### config.mk
export PLATFORM = sky130hd
export DESIGN_NAME = ubpipe_rca
export DESIGN_NICKNAME = d
export VERILOG_FILES = /design/src/rtl/ubpipe_rca.sv
export SDC_FILE = /design/constraint.sdc
export NUM_CORES = 1
export LEC_CHECK = 0
export CAP_MARGIN = 5
export CORE_MARGIN = 1
export CORE_UTILIZATION = 50
export CTS_CLUSTER_SIZE = 24
export DETAILED_ROUTE_END_ITERATION = 7
export PLACE_DENSITY = 0.81
export SETUP_SLACK_MARGIN = 0.1
export SYNTH_ARGS = -nofsm -noshare
export SYNTH_HDL_FRONTEND = slang
export SYNTH_SLANG_ARGS = --single-unit
### constraint.sdc
create_clock -name CLK -period 9.3 [get_ports CLK]
set_input_delay 1.395 -clock CLK [delete_from_list [all_inputs] [get_ports CLK]]
set_output_delay 1.395 -clock CLK [all_outputs]
set_load 0.1 [all_outputs]
### src/rtl/ubpipe_rca.sv
// Pipelined unsigned ripple-carry adder/subtractor: the carry chain is cut into
// STAGES ripple segments, each followed by a register with valid/ready flow control.
module ubpipe_rca #(
  parameter int WIDTH  = 27,
  parameter int STAGES = 3
) (
  input  logic             CLK,
  input  logic             RSTn,
  input  logic             IN_VALID,
  output logic             IN_READY,
  input  logic [WIDTH-1:0] X,
  input  logic [WIDTH-1:0] Y,
  input  logic             CI,
  input  logic             SUB,
  output logic             OUT_VALID,
  input  logic             OUT_READY,
  output logic [WIDTH:0]   S
);

  // Low bit index of segment k; the first WIDTH%STAGES segments get one extra bit.
  function automatic int seg_lo(input int k);
    int base;
    int rem;
    base = WIDTH / STAGES;
    rem  = WIDTH % STAGES;
    return k * base + ((k < rem) ? k : rem);
  endfunction

  logic [STAGES-1:0] valid_q, valid_d;
  logic [STAGES-1:0] c_q, c_d;
  logic [WIDTH-1:0]  sum_q [STAGES];
  logic [WIDTH-1:0]  sum_d [STAGES];
  logic [WIDTH-1:0]  x_q   [STAGES];
  logic [WIDTH-1:0]  x_d   [STAGES];
  logic [WIDTH-1:0]  y_q   [STAGES];
  logic [WIDTH-1:0]  y_d   [STAGES];
  logic [STAGES:0]   stg_ready;

  logic [WIDTH-1:0]  x_t, y_t, s_t;
  logic              c_t, v_t;
  int                kp;

  always_comb begin
    stg_ready[STAGES] = OUT_READY;
    for (int k = STAGES - 1; k >= 0; k--) begin
      stg_ready[k] = !valid_q[k] || stg_ready[k+1];
    end

    x_t = '0;
    y_t = '0;
    s_t = '0;
    c_t = 1'b0;
    v_t = 1'b0;
    kp  = 0;
    for (int k = 0; k < STAGES; k++) begin
      kp = (k == 0) ? 0 : k - 1;
      if (k == 0) begin
        // Subtract is X + ~Y + !CI; the inversion happens once, at capture.
        x_t = X;
        y_t = SUB ? ~Y : Y;
        s_t = '0;
        c_t = CI ^ SUB;
        v_t = IN_VALID;
      end else begin
        x_t = x_q[kp];
        y_t = y_q[kp];
        s_t = sum_q[kp];
        c_t = c_q[kp];
        v_t = valid_q[kp];
      end

      for (int i = 0; i < WIDTH; i++) begin
        if (i >= seg_lo(k) && i < seg_lo(k + 1)) begin
          s_t[i] = x_t[i] ^ y_t[i] ^ c_t;
          c_t    = (x_t[i] & y_t[i]) | (x_t[i] & c_t) | (y_t[i] & c_t);
          x_t[i] = 1'b0;
          y_t[i] = 1'b0;
        end
      end

      if (stg_ready[k]) begin
        valid_d[k] = v_t;
        c_d[k]     = c_t;
        sum_d[k]   = s_t;
        x_d[k]     = x_t;
        y_d[k]     = y_t;
      end else begin
        valid_d[k] = valid_q[k];
        c_d[k]     = c_q[k];
        sum_d[k]   = sum_q[k];
        x_d[k]     = x_q[k];
        y_d[k]     = y_q[k];
      end
    end
  end

  always_ff @(posedge CLK or negedge RSTn) begin
    if (!RSTn) begin
      valid_q <= '0;
      c_q     <= '0;
      for (int k = 0; k < STAGES; k++) begin
        sum_q[k] <= '0;
        x_q[k]   <= '0;
        y_q[k]   <= '0;
      end
    end else begin
      valid_q <= valid_d;
      c_q     <= c_d;
      for (int k = 0; k < STAGES; k++) begin
        sum_q[k] <= sum_d[k];
        x_q[k]   <= x_d[k];
        y_q[k]   <= y_d[k];
      end
    end
  end

  assign IN_READY  = stg_ready[0];
  assign OUT_VALID = valid_q[STAGES-1];
  assign S         = {c_q[STAGES-1], sum_q[STAGES-1]};

endmodule

==> run summary <==
STA
--------------------------------------------------------------------------------------
Relative max-transition margin ..........................................       30.97%
Fraction of the cycle the final worst path needs ........................       60.88%
Time the final worst path needs with I/O delays and setup ...............     5.662 ns
Final Hold Fails ........................................................            0
Largest clock skew in the final design ..................................  0.009232 ns
TNS Setup ...............................................................         0 ns
F_max ...................................................................    176.6 MHz
Setup repair after global routing missed its margin .....................        false
Pin slew with the least headroom to its limit ...........................     1.032 ns
Setup violations, final .................................................            0
Count of pins over their slew limit .....................................            0

CELLS AND AREA
--------------------------------------------------------------------------------------
Number of nets in the layout ............................................          517
Number of filler cells placed in the layout .............................          757
Area added between synthesis and finish .................................       26.42%
Number of inserted diodes ...............................................            0
Share of final-layout standard cells stronger than drive strength 1 .....       26.64%
Non-Filler Instances ....................................................          579

FLOORPLAN
--------------------------------------------------------------------------------------
Die boundary height .....................................................     105.8 µm
IO Pins .................................................................           90
Starting density of the core ............................................       51.97%
Area of the die .........................................................    11200 µm²
Area of the core ........................................................    10370 µm²
Die Wd ..................................................................     105.8 µm
Number of placement rows ................................................           37

SYNTHESIS
--------------------------------------------------------------------------------------
Average size of a mapped cell ...........................................    14.89 µm²
Top-area cell type share of the netlist area ............................       52.94%
Synthesized instance count ..............................................          362
Most common library cells after synthesis ............................... 114 x sky130_fd_sc_hd__dfrtp_1, 71 x sky130_fd_sc_hd__mux2_2, 34 x sky130_fd_sc_hd__buf_4, 30 x sky130_fd_sc_hd__inv_1, 27 x sky130_fd_sc_hd__fa_1
Cell with the most instances after synthesis ............................ sky130_fd_sc_hd__dfrtp_1
Count of flip-flops with a built-in enable after synthesis ..............            0
Largest cells by area after synthesis ................................... sky130_fd_sc_hd__dfrtp_1 53%, sky130_fd_sc_hd__mux2_2 15%, sky130_fd_sc_hd__fa_1 10%, sky130_fd_sc_hd__buf_4 4.7%, sky130_fd_sc_hd__mux2_1 3.3%
Cell taking the most area after synthesis ............................... sky130_fd_sc_hd__dfrtp_1
Sequential fraction of the synthesis area ...............................       52.94%
Post-synthesis instance area ............................................     5389 µm²
Total of warnings raised by yosys .......................................            0
Main synth FF type ...................................................... sky130_fd_sc_hd__dfrtp_1
Post-synth cell types ...................................................           17
Number of nets produced by synthesis ....................................          449
Fraction of registers with async set or reset after synthesis ...........       100.0%
Number of flip-flops and latches in the synthesized netlist .............          114

PLACEMENT
--------------------------------------------------------------------------------------
Hpwl dp .................................................................     6.064 mm
Final weighted congestion in routability-driven placement ...............       0.7263
Number of buffers inserted by port buffering ............................           89
Cells after DPL .........................................................          547

ROUTING
--------------------------------------------------------------------------------------
Remaining design rule violation count ...................................            0
DRC marker count from the first detailed-route iteration ................           94
Total Routed Length .....................................................     9.451 mm
Number of nets with antenna violations after detailed routing ...........            0
DRT Pass-1 Iters ........................................................            4
Routed vias .............................................................         2860
Post-DR vias/cell .......................................................        4.940
Average wire per cell in the routed design ..............................     16.32 µm

CRITICAL PATH
--------------------------------------------------------------------------------------
Largest stage delay on the critical path ................................      0.64 ns
Biggest fanout along the worst timing path ..............................           28
Delay-heaviest family, CP ...............................................  adder cells
Startpoint class of the critical path ................................... primary input
Number of buffer and inverter stages on the critical path ...............            3
Launching element of the worst setup path ...............................          SUB
Library cell contributing the largest single delay on the critical path . sky130_fd_sc_hd__buf_2
Most frequent cell on the critical path ................................. sky130_fd_sc_hd__fa_1
Element type at the critical path end ...................................    flip-flop
Required arrival time at the worst endpoint .............................      9.68 ns
CP arrival ..............................................................      6.05 ns
Critical Path, Cell by Cell ............................................. buf_2 -> xor2_1 -> fa_1 -> fa_1 -> inv_1 -> fa_1 -> fa_1 -> fa_1 -> fa_1 -> fa_1 -> fa_1 -> inv_1 -> fa_1 -> mux2_2
Worst Path Class, Setup ................................................. primary input to flip-flop
Critical register-to-register path startpoint ...........................       c_q[0]

POWER
--------------------------------------------------------------------------------------
Worst-case vdd ir drop ..................................................     259.6 µV
Pwr/cell area ........................................................... 341.2 nW/µm²
Power Total .............................................................     2.325 mW
Leak Pwr ................................................................     3.033 nW

CLOCKING
--------------------------------------------------------------------------------------
Buffers inserted during post-CTS setup optimization .....................            0
Number of buffers created by CTS ........................................           17
Clock transition at path regs ...........................................      0.05 ns
Clk Tree Root Cell ...................................................... sky130_fd_sc_hd__clkbuf_8
Worst-case clock buffer depth ...........................................            2
Resize count post-CTS ...................................................            0
Clk Latency, worst-skew pair ............................................      0.50 ns
Clock tree from TritonCTS ...............................................          yes
# H-tree levels .........................................................            4
Sinks on the clock net ..................................................          114
Number of hold buffers added after CTS ..................................            0

HOLD PATH
--------------------------------------------------------------------------------------
Worst min-delay path startpoint .........................................   valid_q[0]
Worst hold path class ................................................... flip-flop to flip-flop

GLOBAL ROUTE
--------------------------------------------------------------------------------------
Grt total ovfl ..........................................................            0
First-pass GRT wire length ..............................................     16.01 mm
Largest net degree at the start of global routing .......................           79
Global routing usage summed across all routing layers ...................       19.08%
Vias in the first global route ..........................................         3330
Antenna violations before repair ........................................            0

RUN
--------------------------------------------------------------------------------------
Max-cap viol count ......................................................            0

RUN STATUS
--------------------------------------------------------------------------------------
Outcome ................................................................. finished, final reports clean

-- through the flow --
| step | setup slack [ns] | utilization [%] | area, µm² | hold WS [ns] |
|---|---|---|---|---|
| floorplan | 3.383 | - | 5389 | 0.4351 |
| global placement | 3.144 | 59.29 | 6148 | 0.4485 |
| detailed placement | 3.096 | 59.29 | 6148 | 0.4501 |
| CTS | 3.612 | 65.70 | 6813 | 0.4822 |
| global route | 3.452 | 65.70 | 6813 | 0.4962 |
| finish | 3.638 | 65.70 | 6813 | 0.4733 |
-- placed cells by master (no fill, tap or decap), drive strengths merged --
| cell type | count |
|---|---|
| clkinvlp | 1 |
| xor2 | 20 |
| clkbuf | 19 |
| fa | 27 |
| clkdlybuf4s50 | 87 |
| mux2i | 11 |
| clkinv | 6 |
| nand3b | 1 |
| mux2 | 97 |
| buf | 5 |
| bufinv | 6 |
| dfrtp | 114 |
| inv | 30 |
| nand2b | 4 |
| a21oi | 3 |
| xnor2 | 8 |
| nor3b | 3 |
| nand4b | 1 |
-- layer usage --
layer	global-route usage (%)	vias up	part of all wire, %	wire length, µm
met5	0	-	0	0
li1	-	1291	-	-
met2	31.70	73	51	4835
met3	6.679	14	6.2	584
met1	22.89	1482	42	3930
met4	7.143	0	1.1	100
-- worst reg2reg max path: stages, from the launching register on --
cell and delay [ns]:
sky130_fd_sc_hd__dfrtp_1 0.37, sky130_fd_sc_hd__inv_1 0.08, sky130_fd_sc_hd__fa_1 0.17, sky130_fd_sc_hd__inv_1 0.06, sky130_fd_sc_hd__fa_1 0.40, sky130_fd_sc_hd__fa_1 0.42, sky130_fd_sc_hd__fa_1 0.44, sky130_fd_sc_hd__fa_1 0.40
sky130_fd_sc_hd__fa_1 0.40, sky130_fd_sc_hd__fa_1 0.39, sky130_fd_sc_hd__fa_1 0.38, sky130_fd_sc_hd__inv_1 0.08, sky130_fd_sc_hd__fa_1 0.41, sky130_fd_sc_hd__mux2i_1 0.16
-- final cells by class --
| cell class | instances | area (µm²) | share of cell area, % |
|---|---|---|---|
| clock buffer | 19 | 431.7 | 6.336 |
| clock inverter | 13 | 232.7 | 3.416 |
| inverter | 30 | 112.6 | 1.653 |
| multi-input combinational | 175 | 2107 | 30.93 |
| sequential | 114 | 2853 | 41.87 |
| tap | 136 | 170.2 | 2.498 |
| timing repair buffer | 92 | 905.9 | 13.30 |
-- path summary, 6_finish.rpt --
path	end	slack [ns]	cells past startpoint
min in group asynchronous	y_q[64]	0.85	1
max in group asynchronous	y_q[79]	7.12	2
hold reg to reg	valid_q[1]	0.47	1
hold / removal	valid_q[1]	0.47	1
setup / recovery	sum_q[62]	3.64	14
setup reg to reg	s_t[17]	5.05	13
-- kinds of logic (layout without fill, tap and decap cells) --
family | Yosys count | count (layout) | synth area share, %
buffers and inverters | 73 | 154 | 8.010
flip-flops | 114 | 114 | 52.94
XOR/XNOR | 28 | 28 | 4.551
AND/OR/NAND/NOR | 9 | 9 | 1.184
AO/OA/AOI/OAI | 3 | 3 | 0.2785
multiplexers | 108 | 108 | 23.01
adder cells (fa/ha/maj) | 27 | 27 | 10.03
-- report_power, final --
group	switching (mW)	internal (mW)	total, mW
Sequential	0.0812	0.644	0.725
Combinational	0.600	0.278	0.878
Clock	0.226	0.497	0.722
Total	0.907	1.42	2.32
-- sequential cells by signal (all words and copies together), names as in the netlist --
| register | cells |
|---|---|
| y_q | 27 |
| S | 27 |
| x_q | 27 |
| s_t | 18 |
| c_q | 3 |
| sum_q | 9 |
| valid_q | 3 |
Note: power is estimated with default switching activity, not from simulation.
==> RTL edit 1 (same flow settings) <==
Set the parameter `STAGES` to 2 (it was 3).
--- a/src/rtl/ubpipe_rca.sv
+++ b/src/rtl/ubpipe_rca.sv
@@ -2,7 +2,7 @@
 // STAGES ripple segments, each followed by a register with valid/ready flow control.
 module ubpipe_rca #(
   parameter int WIDTH  = 27,
-  parameter int STAGES = 3
+  parameter int STAGES = 2
 ) (
   input  logic             CLK,
   input  logic             RSTn,
Formal check against the unedited RTL: not equivalent (a bounded check fails within 4 cycles, from zero or initial values and one cycle with RSTn low).
==> RTL edit 1 against the unedited design <==
Maximum frequency fell by 26%; critical path depth up 5; total power down 39%; cell area is 31% lower; sequential cell count decreased by 43; area after synthesis shrank 33%; core utilization is 3.0 points higher; worst setup slack got worse by 2000 ps; routed wire length fell by 34%; critical path type unchanged; largest cell class unchanged.
==> RTL edit 1: results (changes against the unedited design) <==
metric,value,unit,change
outcome,finished clean,,unchanged
vdd_drop_max,0.126,mV,was 0.260 mV
ys_seq_area_share,49.4,%,was 52.9%
cts_max_level,3,,was 4
placed_area,4520,um^2,was 6150 um^2
grt_pass1_vias,2181,,was 3330
register_area,1780,um^2,was 2850 um^2
arrival,7840,ps,was 6050 ps
nets,422,,was 517
gp_congestion,0.720,,was 0.726
synth_compound_area_share,0.418,%,was 0.279%
powerSeq,452,uW,was 725 uW
grt_pass1_wl,10300,um,was 16000 um
dpl.hpwl,4370,um,was 6060 um
cts.clk_slew.worst_paths,70,ps,was 50 ps
clkCellAreaFrac,4.21,%,was 9.75%
wl,6200,um,was 9450 um
syn_to_final_growth,31.4,%,was 26.4%
clock_skew,10.4,ps,was 9.23 ps
power_switching_share,47.7,%,was 39.0%
buf_share,19.0,%,was 13.3%
multi_input_area_share,34.2,%,was 30.9%
netlist_top_cells_count,"dfrtp_1, inv_1, fa_1",,"was dfrtp_1, mux2_2, buf_4"
combPwrFrac,51.2,%,was 37.8%
drt-met1-wl,2860,um,was 3930 um
n_clock_buffer,11,,was 19
p_leak,2.11,nW,was 3.03 nW
multi_input_cells,131,,was 175
synth_xor_area_share,6.82,%,was 4.55%
synth_area_leaders,"dfrtp_1, fa_1, mux2_1",,"was dfrtp_1, mux2_2, fa_1"
inverters,31,,was 30
fillers,500,,was 757
yosys.cell_types.count,16,,was 17
clock_latency,340,ps,was 500 ps
cpPeakStageDelay,470,ps,was 640 ps
place_ws,1300,ps,was 3100 ps
route.detailed.wl_per_inst,14.2,um,was 16.3 um
grt_util_met1,25.9,%,was 22.9%
vias_per_cell,4.74,,was 4.94
synth.area.mux_share,20.9,%,was 23.0%
groute.usage.overall,18.7,%,was 19.1%
cts_setup_buffers,0,,unchanged
met3WireLength,382,um,was 584 um
tightest_slew,1000,ps,was 1030 ps
use_met3,5.24,%,was 6.68%
power_switching,679,uW,was 907 uW
synth_nets,331,,was 449
grt_max_degree,72,,was 79
==> RTL edit 1: cell types whose count changed after synthesis, moves of 2 or more <==
cell / before / now
mux2_1: 16 / 25
xor2_1: 20 / 15
xnor2_1: 8 / 13
dfrtp_1: 114 / 71
buf_4: 34 / 6
mux2_4: 10 / 6
mux2i_1: 11 / 13
mux2_2: 71 / 22
buf_2: 6 / 2
==> RTL edit 1: path summary, 6_finish.rpt <==
path,startpoint,endpoint,slack (ps),cells past startpoint
max,CI,s_t[13]$_DFFE_PN0P_,1680,19
min reg2reg,x_q[41]$_DFFE_PN0P_,x_q[41]$_DFFE_PN0P_,490,1
min,x_q[41]$_DFFE_PN0P_,x_q[41]$_DFFE_PN0P_,490,1
min in group asynchronous,RSTn,x_q[44]$_DFFE_PN0P_,1260,2
max reg2reg,c_q[0]$_DFFE_PN0P_,S[26]$_DFFE_PN0P_,3510,17
max in group asynchronous,RSTn,S[10]$_DFFE_PN0P_,7480,2
==> RTL edit 2 (same settings) <==
Made on the original files. Make the reset (`RSTn`) synchronous in one clocked block.
--- a/src/rtl/ubpipe_rca.sv
+++ b/src/rtl/ubpipe_rca.sv
@@ -94,7 +94,7 @@
     end
   end
 
-  always_ff @(posedge CLK or negedge RSTn) begin
+  always_ff @(posedge CLK) begin
     if (!RSTn) begin
       valid_q <= '0;
       c_q     <= '0;
Behaviour: differs if RSTn is asserted again (counterexample within 4 cycles, from zero or initial values and one cycle with RSTn low); with RSTn held inactive, the same outputs for 10 cycles.
==> RTL edit 2 against the unedited design <==
Worst setup slack improved by 270 ps; area after synthesis fell by 2.4%; core utilization fell by 2.3 points; routed wire length fell by 0.56%; clock skew barely moved; cell area fell by 4.4%; sequential cell count did not move.
Power is not compared: it rests on default switching activity, and its combinational part moved more than twofold at a synthesized area within 25%.
==> RTL edit 2: results (changes against the unedited design) <==
metric,value,unit,change
outcome,finished clean,,unchanged
r2r_slack,4560,ps,was 5050 ps
power_switching_share,25.0,%,
min_path_cells,2,,was 1
synth_ff_type,dfxtp_1,,was dfrtp_1
arrival,5750,ps,was 6050 ps
relSlewSlack,16.1,%,was 31.0%
ys_seq_area_share,53.7,%,was 52.9%
layout-drive-gt1-share,5.79,%,was 26.6%
fillers,814,,was 757
reg2reg_to,sum_q[0][44]$_SDFFE_PN0P_,,was s_t[17]$_DFFE_PN0P_
route.detailed.wl_per_inst,14.0,um,was 16.3 um
antenna_cells,0,,unchanged
vdd_drop_max,0.0934,mV,
hp-class,flip-flop to flip-flop,,unchanged
clock_skew,9.47,ps,was 9.23 ps
netlist_top_cells_count,"nand2_1, dfxtp_1, and2_1, edfxtp_1",,"was dfrtp_1, mux2_2, buf_4"
numCtsBuffers,17,,unchanged
synth_edf_count,54,,was 0
synth_area_leaders,"edfxtp_1, dfxtp_1, fa_1",,"was dfrtp_1, mux2_2, fa_1"
dpl.hpwl,6260,um,was 6060 um
io_buffer_count,89,,unchanged
min_from,sum_q[0][34]$_SDFFE_PN0P_,,was valid_q[0]$_DFFE_PN0P_
gp_congestion,0.808,,was 0.726
crit_fanout,1,,was 28
vias,3231,,was 2860
min_to,sum_q[0][34]$_SDFFE_PN0P_,,was valid_q[1]$_DFFE_PN0P_
grt_pass1_vias,3378,,was 3330
cts.clk_slew.worst_paths,50,ps,about the same
grt_pass1_wl,15600,um,was 16000 um
clock_latency,510,ps,
grt_max_degree,132,,was 79
cts_resized,0,,unchanged
nets,609,,was 517
placed_area,5980,um^2,was 6150 um^2
reg2reg_from,x_q[0][9]$_SDFFCE_PN0P_,,was c_q[0]$_DFFE_PN0P_
groute.usage.overall,18.9,%,was 19.1%
reg2reg_depth,14,,was 13
synth-async-reset-ratio,0,%,was 100%
synth_nets,555,,was 449
yosys_warnings,0,,unchanged
yosys.cell_types.count,22,,was 17
first_iter_violations,210,,was 94
-- RTL edit 2: cell types whose count changed after synthesis, sizes merged, moves of 26 or more --
cell	before	now
a21boi	0	26
nand2	0	80
mux2	97	0
dfxtp	0	60
dfrtp	114	0
nand3	0	34
and2	0	54
edfxtp	0	54
-- RTL edit 2: worst max path at each step --
stage | start | end | slack [ps]
global placement | CI | sum_q[0][8]$_SDFFE_PN0P_ | 3420
detailed placement | CI | sum_q[0][8]$_SDFFE_PN0P_ | 3370
finish | CI | sum_q[0][8]$_SDFFE_PN0P_ | 3910
floorplan | SUB | sum_q[0][8]$_SDFFE_PN0P_ | 3690
global route | CI | sum_q[0][8]$_SDFFE_PN0P_ | 3670
CTS | CI | sum_q[0][8]$_SDFFE_PN0P_ | 3910
-- RTL edit 2: power groups by stage --
stage	Clock (mW)	Sequential, mW	Combinational [mW]
after floorplan	0	0.590	0.147
after detailed placement	0	0.596	0.195
after CTS	0.584	0.587	0.197
after global placement	0	0.594	0.190
final	0.575	0.586	0.195
after global routing	0.610	0.590	0.214
-- RTL edit 2: layer usage --
layer | GRT usage [%] | vias to the layer above | wire (um)
li1 | - | 1607 | -
met1 | 21.1 | 1521 | 3870
met2 | 33.4 | 96 | 4960
met3 | 5.80 | 7 | 482
met4 | 7.85 | 0 | 87
met5 | 0 | - | 0
-- RTL edit 2: metrics by stage --
step                utilization [%]  worst slack [ps]  hold slack [ps]  cells
finish                         63.4              3910              454    671
global route                   63.4              3670              473    671
CTS                            63.4              3910              459    671
detailed placement             58.2              3370              449    639
global placement               58.2              3420              444    639
floorplan                         -              3690              430    468
-- RTL edit 2: worst max-delay path, cell delays in order --
cell	delay, ps
clkdlybuf4s50_1	470
xor2_1	210
fa_1	250
fa_1	190
inv_1	60
fa_1	410
fa_1	420
fa_1	420
fa_1	430
fa_1	430
fa_1	390
inv_1	80
fa_1	410
nand3_1	70
o21ai_0	100
-- RTL edit 2: kinds of logic after synthesis --
family | share of synthesized area [%]
xor+xnor | 4.66
flops | 53.7
compound gates | 6.94
buf+inv | 8.37
fa+ha+maj | 10.3
simple gates | 16.1
-- RTL edit 2: area by class of cell --
class / count / share of cell area [%]
clock buffers: 25 / 7.30
clock inverters: 7 / 0.922
inverters: 23 / 1.32
multi-input cells: 275 / 30.7
flip-flops and latches: 114 / 43.3
well taps: 136 / 2.61
repair buffers: 91 / 13.8
